`config.mk`:
```
export PLATFORM = sky130hd
export DESIGN_NAME = piece_queue_flat
export DESIGN_NICKNAME = d
export VERILOG_FILES = /design/src/rtl/piece_queue_if.sv /design/src/rtl/piece_queue.sv /design/src/flat_wrapper.sv
export SDC_FILE = /design/constraint.sdc
export NUM_CORES = 1
export LEC_CHECK = 0
export BUFFER_PORTS_ARGS = -buffer_cell sky130_fd_sc_hd__buf_2
export CAP_MARGIN = 20
export CORE_UTILIZATION = 43
export CTS_CLUSTER_SIZE = 14
export DETAILED_ROUTE_END_ITERATION = 8
export PLACE_DENSITY_LB_ADDON = 0.3
export SLEW_MARGIN = 10
export SYNTH_ARGS = -nofsm -noshare
export SYNTH_HDL_FRONTEND = slang
export SYNTH_SLANG_ARGS = --single-unit
```
`constraint.sdc`:
```
create_clock -name clk -period 3.75 [get_ports clk]
set_input_delay 0.375 -clock clk [delete_from_list [all_inputs] [get_ports clk]]
set_output_delay 0.375 -clock clk [all_outputs]
set_load 0.01 [all_outputs]
```
`src/rtl/piece_queue_if.sv`:
```
// piece_queue_if: bag-side and game-side signals of piece_queue; PIECE_QUEUE_HOLD_EN adds the hold slot ports
interface piece_queue_if #(
    parameter int PIECE_W = 3,
    parameter int PREVIEW = 3
);
    logic                            bag_done;
    logic [PIECE_W-1:0]              bag_in [6:0];
    logic                            newbag;
    logic                            pop;
    logic [PIECE_W-1:0]              piece;
    logic                            piece_valid;
    logic [PREVIEW-1:0][PIECE_W-1:0] preview;
    logic [PREVIEW-1:0]              preview_valid;
    logic [4:0]                      count;
    logic                            loading;
`ifdef PIECE_QUEUE_HOLD_EN
    logic                            hold;
    logic [PIECE_W-1:0]              held_piece;
    logic                            held_valid;
    modport master (
        output bag_done, bag_in, pop, hold,
        input  newbag, piece, piece_valid, preview, preview_valid, count, loading, held_piece, held_valid
    );
    modport slave (
        input  bag_done, bag_in, pop, hold,
        output newbag, piece, piece_valid, preview, preview_valid, count, loading, held_piece, held_valid
    );
`else
    modport master (
        output bag_done, bag_in, pop,
        input  newbag, piece, piece_valid, preview, preview_valid, count, loading
    );
    modport slave (
        input  bag_done, bag_in, pop,
        output newbag, piece, piece_valid, preview, preview_valid, count, loading
    );
`endif
endinterface

```
`src/rtl/piece_queue.sv`:
```
// piece_queue: circular piece FIFO fed from the 7-bag randomiser with head/preview reads; PIECE_QUEUE_HOLD_EN adds a hold slot
module piece_queue #(
    parameter int QUEUE_DEPTH = 14,
    parameter int PREVIEW     = 3,
    parameter int PIECE_W     = 3
) (
    input logic          clk,
    input logic          reset,
    piece_queue_if.slave bus
);
    typedef enum logic [1:0] {REQ, WAIT, LOAD, CHECK} state_t;
    localparam int AW = $clog2(QUEUE_DEPTH);
    localparam logic [AW:0]   DEPTH = (AW+1)'(QUEUE_DEPTH);
    localparam logic [AW-1:0] LAST  = AW'(QUEUE_DEPTH - 1);

    state_t             state, state_next;
    logic [PIECE_W-1:0] mem [QUEUE_DEPTH];
    logic [AW-1:0]      rd_ptr, wr_ptr;
    logic [4:0]         count;
    logic [2:0]         k;
    logic               seen_low;
    logic               push, do_pop, piece_valid;
    logic               hold_pop, swap;
    logic [PIECE_W-1:0] head, held_piece;
    logic [4:0]         free;
    logic [PREVIEW-1:0]              pv_valid;
    logic [PREVIEW-1:0][PIECE_W-1:0] pv;

    function automatic logic [AW-1:0] wrap_inc(input logic [AW-1:0] p);
        return (p == LAST) ? '0 : p + 1'b1;
    endfunction

    assign head        = mem[rd_ptr];
    assign piece_valid = count != 5'd0;
    assign free        = 5'(QUEUE_DEPTH) - count;
    assign push        = state == LOAD;
    assign do_pop      = (bus.pop && piece_valid) || hold_pop;

    // FSM state register
    always_ff @(posedge clk or posedge reset) begin
        if (reset) state <= REQ;
        else       state <= state_next;
    end

    // FSM next state and bag-side outputs; newbag stays low while reset is held
    always_comb begin
        state_next  = state;
        bus.newbag  = 1'b0;
        bus.loading = 1'b0;
        case (state)
            REQ: begin
                bus.newbag = !reset;
                state_next = WAIT;
            end
            WAIT:    state_next = (seen_low && bus.bag_done) ? LOAD : WAIT;
            LOAD: begin
                bus.loading = 1'b1;
                state_next  = (k == 3'd6) ? CHECK : LOAD;
            end
            CHECK:   state_next = (free >= 5'd7) ? REQ : CHECK;
            default: state_next = REQ;
        endcase
    end

    // pointers, occupancy, deal index and the stale-done guard
    always_ff @(posedge clk or posedge reset) begin
        if (reset) begin
            rd_ptr   <= '0;
            wr_ptr   <= '0;
            count    <= '0;
            k        <= '0;
            seen_low <= 1'b0;
        end else begin
            if (do_pop) rd_ptr <= wrap_inc(rd_ptr);
            if (push)   wr_ptr <= wrap_inc(wr_ptr);
            count    <= count + {4'b0, push} - {4'b0, do_pop};
            k        <= (state == LOAD && k != 3'd6) ? k + 3'd1 : 3'd0;
            seen_low <= (state == REQ) ? 1'b0 : (state == WAIT) ? (seen_low | ~bus.bag_done) : seen_low;
        end
    end

    // piece storage: bag deal at the tail, hold swap at the head (never the same slot while loading)
    always_ff @(posedge clk) begin
        if (push) mem[wr_ptr] <= bus.bag_in[k];
        if (swap) mem[rd_ptr] <= held_piece;
    end

`ifdef PIECE_QUEUE_HOLD_EN
    logic held_valid, hold_lock, hold_act;
    assign hold_act = bus.hold && !hold_lock && piece_valid && !bus.pop;
    assign hold_pop = hold_act && !held_valid;
    assign swap     = hold_act && held_valid;

    // hold slot: first hold parks the head, later holds swap; a pop re-arms
    always_ff @(posedge clk or posedge reset) begin
        if (reset) begin
            held_piece <= '0;
            held_valid <= 1'b0;
            hold_lock  <= 1'b0;
        end else if (hold_act) begin
            held_piece <= head;
            held_valid <= 1'b1;
            hold_lock  <= 1'b1;
        end else if (bus.pop) begin
            hold_lock  <= 1'b0;
        end
    end

    assign bus.held_piece = held_piece;
    assign bus.held_valid = held_valid;
`else
    assign hold_pop   = 1'b0;
    assign swap       = 1'b0;
    assign held_piece = '0;
`endif

    for (genvar g = 0; g < PREVIEW; g++) begin : g_prev
        logic [AW:0]   s;
        logic [AW-1:0] idx;
        assign s           = {1'b0, rd_ptr} + (AW+1)'(g + 1);
        assign idx         = AW'((s >= DEPTH) ? s - DEPTH : s);
        assign pv_valid[g] = count > 5'(g + 1);
        assign pv[g]       = pv_valid[g] ? mem[idx] : '0;
    end

    assign bus.piece         = piece_valid ? head : '0;
    assign bus.piece_valid   = piece_valid;
    assign bus.preview       = pv;
    assign bus.preview_valid = pv_valid;
    assign bus.count         = count;
endmodule
```
`src/flat_wrapper.sv`:
```
// flat-port wrapper written by rule: the top's interface ports become plain ports
module piece_queue_flat 
#(
    parameter int QUEUE_DEPTH = 14,
    parameter int PREVIEW     = 3,
    parameter int PIECE_W     = 3
)
  (clk, reset, bus_bag_done, bus_bag_in, bus_pop, bus_newbag, bus_piece, bus_piece_valid, bus_preview, bus_preview_valid, bus_count, bus_loading);
  piece_queue_if #(.PIECE_W(PIECE_W), .PREVIEW(PREVIEW)) bus_i ();
  input logic clk;
  input logic reset;
  input wire logic [$bits(bus_i.bag_done)-1:0] bus_bag_done;
  input wire logic [$bits(bus_i.bag_in)-1:0] bus_bag_in;
  input wire logic [$bits(bus_i.pop)-1:0] bus_pop;
  output wire logic [$bits(bus_i.newbag)-1:0] bus_newbag;
  output wire logic [$bits(bus_i.piece)-1:0] bus_piece;
  output wire logic [$bits(bus_i.piece_valid)-1:0] bus_piece_valid;
  output wire logic [$bits(bus_i.preview)-1:0] bus_preview;
  output wire logic [$bits(bus_i.preview_valid)-1:0] bus_preview_valid;
  output wire logic [$bits(bus_i.count)-1:0] bus_count;
  output wire logic [$bits(bus_i.loading)-1:0] bus_loading;
  assign bus_i.bag_done = bus_bag_done;
  assign bus_i.bag_in = {>>{bus_bag_in}};
  assign bus_i.pop = bus_pop;
  assign bus_newbag = bus_i.newbag;
  assign bus_piece = bus_i.piece;
  assign bus_piece_valid = bus_i.piece_valid;
  assign bus_preview = bus_i.preview;
  assign bus_preview_valid = bus_i.preview_valid;
  assign bus_count = bus_i.count;
  assign bus_loading = bus_i.loading;
  piece_queue #(.QUEUE_DEPTH(QUEUE_DEPTH), .PREVIEW(PREVIEW), .PIECE_W(PIECE_W)) u_core (.clk(clk), .reset(reset), .bus(bus_i));
endmodule
```
After elaboration in Yosys (flattened, before gate mapping)
Memories as Yosys holds them, arrays and structs flattened.
Index checks and enable logic that the tools add are counted.
{"block": "classes", "n_lt_le_gt_ge": 8, "eq_ne": 7, "add_sub_neg": 12, "reduce_logical": 7, "mux": 21, "bitwise": 2}
{"operator": "2-to-1 mux 4 bit", "n": 5}
{"operator": "2-to-1 mux 3 bit", "n": 6}
{"operator": "greater-or-equal comparator 5 x 4 -> 1 bit (second input constant)", "n": 3}
{"operator": "subtractor 4 bit (second input constant)", "n": 3}
{"operator": "adder 4 x 2 -> 5 bit (second input constant)", "n": 2}
{"operator": "greater-than comparator 5 x 2 -> 1 bit (second input constant)", "n": 2}
{"operator": "binary-select mux 3 bit (select 3 bit)", "n": 1}
{"operator": "adder 4 x 1 -> 4 bit (second input constant)", "n": 2}
{"operator": "== test 4 bit (second input constant)", "n": 2}
{"operator": "case mux 2 bit (4 select lines)", "n": 1}
{"operator": "2-to-1 mux 1 bit", "n": 6}
{"operator": "adder 4 x 1 -> 5 bit (second input constant)", "n": 1}
{"operator": "adder 5 x 1 -> 5 bit", "n": 1}
{"operator": "greater-or-equal comparator 5 x 3 -> 1 bit (second input constant)", "n": 1}
{"operator": "greater-than comparator 5 x 1 -> 1 bit (second input constant)", "n": 1}
{"operator": "nonzero test 5 bit", "n": 1}
{"operator": "subtractor 4 x 5 -> 5 bit (first input constant)", "n": 1}
{"operator": "subtractor 5 x 1 -> 5 bit", "n": 1}
{"operator": "== test 2 bit (second input constant)", "n": 2}
{"operator": "< comparator 3 x 4 -> 1 bit (second input constant)", "n": 1}
{"operator": "2-to-1 mux 2 bit", "n": 2}
{"operator": "adder 3 x 1 -> 3 bit (second input constant)", "n": 1}
{"operator": "== test 3 bit (second input constant)", "n": 1}
{"operator": "logical AND 1 bit", "n": 3}
{"operator": "7 further kinds", "n": 7}
{"block": "word_totals", "out_inout_bits": 23, "ram_bits": 42, "inputBits": 25, "elab_cells": 64, "ff_bits": 19, "memories": 1}
{"memory": "u_core.mem", "words": 14, "width": 3, "rd": 4, "rd_ports_with_merged_regs": 0, "wr": 1, "line": "piece_queue.sv:17", "rtl": "logic [PIECE_W-1:0] mem [QUEUE_DEPTH];"}

Depth between registers and ports, before layout
An unclocked memory read counts as a cell.
{"block": "depth", "ltp_word": 5, "mapped_depth": 16, "mapped_depth_nobuf": 16}

Worst setup path before layout
OpenSTA, ideal clock, no wires.
{"block": "synth_timing", "path_type": "reg-to-output", "startpoint": "reg u_core.rd_ptr[0]", "endpoint": "out bus_preview[6]", "stages_incl_launch_ff": 14, "setup_slack_ns": -0.201, "arrival_time_ns": 3.576, "n_path_buf": 3, "t_required_ns": 3.375, "cell_sequence": "dfrtp_1 > buf_2 > buf_2 > inv_1 > buf_1 > ha_1 > clkinv_1 > ha_1 > a21oi_1 > o21ai_4 > xnor2_4 > nor3_1 > a211o_1 > a211oi_1"}
{"block": "synth_via", "elab_chain_len": 5}
{"element": "from (decl)", "line": "piece_queue.sv:18", "rtl": "logic [AW-1:0] rd_ptr, wr_ptr;"}
{"element": "from (signal assigned)", "line": "piece_queue.sv:74", "rtl": "if (do_pop) rd_ptr <= wrap_inc(rd_ptr);"}
{"element": "adder 4 x 2 -> 5 bit *", "line": "piece_queue.sv:120", "rtl": "assign s = {1'b0, rd_ptr} + (AW+1)'(g + 1);"}
{"element": "subtractor 4 bit / greater-or-equal comparator 5 x 4 -> 1 bit (equally long branches)", "line": "piece_queue.sv:121", "rtl": "assign idx = AW'((s >= DEPTH) ? s - DEPTH : s);"}
{"element": "2-to-1 mux 4 bit *", "line": "piece_queue.sv:121"}
{"element": "memory (14 x 3 bit) *"}
{"element": "2-to-1 mux 3 bit *", "line": "piece_queue.sv:123", "rtl": "assign pv[g] = pv_valid[g] ? mem[idx] : '0;"}
{"element": "to (decl)", "line": "flat_wrapper.sv:18", "rtl": "output wire logic [$bits(bus_i.preview)-1:0] bus_preview;"}
Mark *: on every way between the ends. The rest lies on a longest branch, timed or not.

Worst setup path in the final report
{"block": "layout_timing", "startpoint": "reg u_core.rd_ptr[1]", "endpoint": "out bus_preview[4]"}
Same word-level chain as after synthesis.

==> results.txt <==
- Result of the run: finished with violations
- Violated checks: DRC
- Gate Count Post-Synth: about 500
- Kind of capture point of the worst setup path: output pin
* Last weighted congestion value of the routability-driven placer: about 0.93
* Share of the synthesized area in the top cell type: roughly a quarter
* Number of fill cells in the layout: about 1.0k
* Drt wl/cell: roughly 19 µm
- The number of global-route vias before repair came to a little over 4k.
- Netlist cell types: 66
* Standard-cell row count: 39
- Across the whole layout, storage elements account for about 1700 µm².
* Overall track demand over capacity in global routing: a little under a quarter
- Leakage Power: around 2.4 nW
- Count of flip-flops with a built-in enable after synthesis: 42
- Initial Utilization: around 44%
* Pin count of the biggest net entering global routing: between 50 and 60
* Multi-input gate area: 3216 µm²
- CTS built an H-tree with a depth of 3.
- Detail Route Antenna Nets: 0
* Total cell area at the placement stage: 5572 µm²
- The tightest hold path in the finished design has a slack of around 0.20 ns.
* Count of antenna diodes in the layout: 0
* Worst-case headroom to the max-slew limit: roughly 48%
* Clk Latency, worst-skew pair: around 0.32 ns
- The final hold violation count came to 0.
* Setup slack of the most critical reg-to-reg path: 0.57 ns
* R2r worst-path depth: 16
- Slew at the pin closest to its max-slew limit: about 0.8 ns
* DIE AREA: 12340 µm²
* Post-layout total power: ~0.0058 W
- Fraction of final layout cells with drive strength greater than 1: 26.50%
* Final count of pins violating max slew: 0
- Of all cell types, the one taking the most synthesized area is edfxtp_1.
- Leading cell types by count after synthesis: nand2_1, nor2_1, edfxtp_1, mux2i_1, ha_1
* Post-Synthesis Cell Area: 5116 µm²
* Drt drc: 8
- After synthesis the netlist holds a flip-flop and latch count of 61.
- Number of buffers created by CTS: 9
- Static timing analysis puts the maximum clock frequency at 0.2759 GHz.
* Synth-to-Final Area Change: 17.09%
- In this run the worst hold path is classified as input port to asynchronous set/reset pin.
* Max rail drop VDD: 0.2885 mV
* Initial antenna violation count: 0
* WP data arrival: 3.25 ns
- Non-filler cells, final: 709
- WL final: between 10 and 15 mm
* Number of search-and-repair iterations in the first detailed-routing pass: 7
- The first global-routing pass estimated ~22 mm of wire.
- From bottom edge to top edge, the die measures about 110 µm.
* Number of top-level pins: 48
- After global routing the overflow that remains totals 0.
- The worst register-to-register path begins at u_core.bus.count[2].
- Port buffer count: 47
- Cts-stage hold buffer count: 0
* Number of DRC markers after the initial detailed-route iteration: roughly 290
- The routed layout has ~4.3k vias.
- Max Cap Violations: 0
- Sequential elements use about a third of the synthesized area.
- Dividing the detail-routed via count by the number of cells gives between 6 and 7.
- Worst Setup Start Kind: register
- Clock-pin slew was measured on the worst setup and hold paths at around 0.050 ns.
* Required time of the worst setup path: approximately 3.4 ns
- Fin Clk Skew: 0.007405 ns
- Power spread over the standard cell area amounts to between 900 and 1000 nW/µm².
- Clock tree sinks: approximately 60
- When the netlist entered floorplanning its net count stood at approximately 560.
- Setup violations remaining at the end of the flow were counted as 0.
* End of the worst register-to-register path: u_core.bus.count[4]
- Clock Path Buffers: 2
* Floorplan core area: between 10000 and 15000 µm²
* Placed cells: between 600 and 700
* Period minus WS final: between 3 and 4 ns
- Highest net fanout along the worst path: 6
* Post-synthesis area per instance: ~10 µm²
- Final worst-path cycle share: 96.66%
- Among all cell types in the netlist, the one instantiated most often is nand2_1.
* Share of async-settable or async-resettable flops after synthesis: roughly 31%
* Number of warning messages in the yosys log: 0
- CTS tree: yes
* Non-Filler Cell Area, Final: ~6000 µm²
- Top flip-flop cell by instance count after synthesis: edfxtp_1
* HPWL after detailed placement: about 10 mm
- Setup repair after global routing could not meet its margin everywhere.
- The tree is rooted in a clkbuf_16.
- Final nets: just over 600
- Synth top area cells: edfxtp_1, mux4_2, dfrtp_1, ha_1, mux2i_1
- Startpoint-to-endpoint class of the critical path: register to output pin
- X dimension of the die: between 100 and 150 µm
worst max-delay path, stage by stage (launching register included):
cell        delay, ns
dfrtp_2          0.45
clkinvlp_4       0.18
ha_1             0.41
nor2b_2          0.19
a31oi_2          0.16
nand2_1          0.12
and3_2           0.26
mux2_2           0.36
mux4_2           0.52
o2bb2ai_1        0.15
buf_2            0.13
metrics by stage:
stage                     setup TNS, ns  setup WS (ns)  util [%]
final                                 0         0.1253     52.02
after global routing           -0.02945       -0.02349     52.02
after global placement                0         0.3696     48.38
after detailed placement              0         0.3185     48.38
after floorplan               -0.001011      -0.001011         -
after CTS                             0       0.001983     50.99
timing repair:
action,CTS,global route
resized for setup,1,12
endpoints found under the setup margin,2,9
cloned,0,1
setup buffers,0,8
pin swaps,0,1
state kept, by name (all words and copies together), names as in the netlist:
register and count:
u_core.mem 42, u_core.rd_ptr 4, u_core.state 2, u_core.seen_low 1, u_core.bus.count 5, u_core.wr_ptr 4, u_core.k 3
placed cells by master (no fill, tap or decap), types with 3 or more instances in the layout:
cell,n
a21boi_0,3
edfxtp_1,42
and2_1,7
o221ai_1,4
xnor2_1,5
nand2_1,52
xor2_1,6
a21oi_1,23
inv_1,22
mux2i_1,38
nor2_1,45
nand3_1,7
a211oi_1,7
mux4_2,26
o2bb2ai_1,3
or3_1,4
nand2b_1,7
dfrtp_2,3
o21ai_0,22
dfrtp_1,16
buf_2,47
o31ai_1,5
nor3_1,18
mux2_2,15
buf_4,25
clkbuf_16,9
a31oi_1,5
ha_1,29
nor2b_1,5
cell families (layout without fill, tap and decap cells):
family,Yosys count,count (layout),share of synthesized area [%]
xor gates and xnor gates,14,14,2.910
AOI/OAI and AO/OA,101,101,13.43
buffers and inverters,48,115,3.962
adders and majority gates,32,32,7.973
DFF,61,61,33.94
and+or+nand+nor,163,163,15.09
muxes,80,80,22.69
layout make-up:
class                           instances  share of cell area [%]
Timing Repair Buffer                   74                   7.581
Multi-Input combinational cell        390                   53.68
Sequential cell                        61                   29.05
Clock buffer                           13                   4.344
Timing Repair inverter                  1                 0.08354
Clock inverter                          2                  0.5639
Tap cell                              143                   2.987
Inverter                               25                   1.713
power by group:
| part | leakage (nW) | switching, W | total [W] | internal (W) |
|---|---|---|---|---|
| sequential | 0.608 | 0.000193 | 0.00104 | 0.000847 |
| clock | 0.143 | 0.000260 | 0.000804 | 0.000543 |
| combinational | 1.65 | 0.00212 | 0.00393 | 0.00182 |
how the worst max path moves through the flow:
| stage | depth (start not counted) | endpoint | slack [ns] | from |
|---|---|---|---|---|
| global placement | 10 | bus_preview[5] | 0.37 | u_core.rd_ptr[2] |
| CTS | 11 | bus_preview[0] | 0.002 | u_core.rd_ptr[0] |
| detailed placement | 10 | bus_preview[4] | 0.32 | u_core.rd_ptr[2] |
| global route | 11 | bus_preview[7] | -0.02 | u_core.rd_ptr[0] |
| floorplan | 12 | bus_preview[1] | -0.001 | u_core.rd_ptr[0] |
| finish | 10 | bus_preview[4] | 0.13 | u_core.rd_ptr[1] |
per-layer routing:
metal  global-route usage, %  part of all wire [%]  vias to the layer above
li1                        -                     -                     1998
met1                   30.35                    42                     2061
met2                   36.60                    46                      180
met3                   2.952                   6.7                       44
met4                   11.26                   4.7                        0
met5                       0                     0                        -
Note: power is estimated with default switching activity, not from simulation.
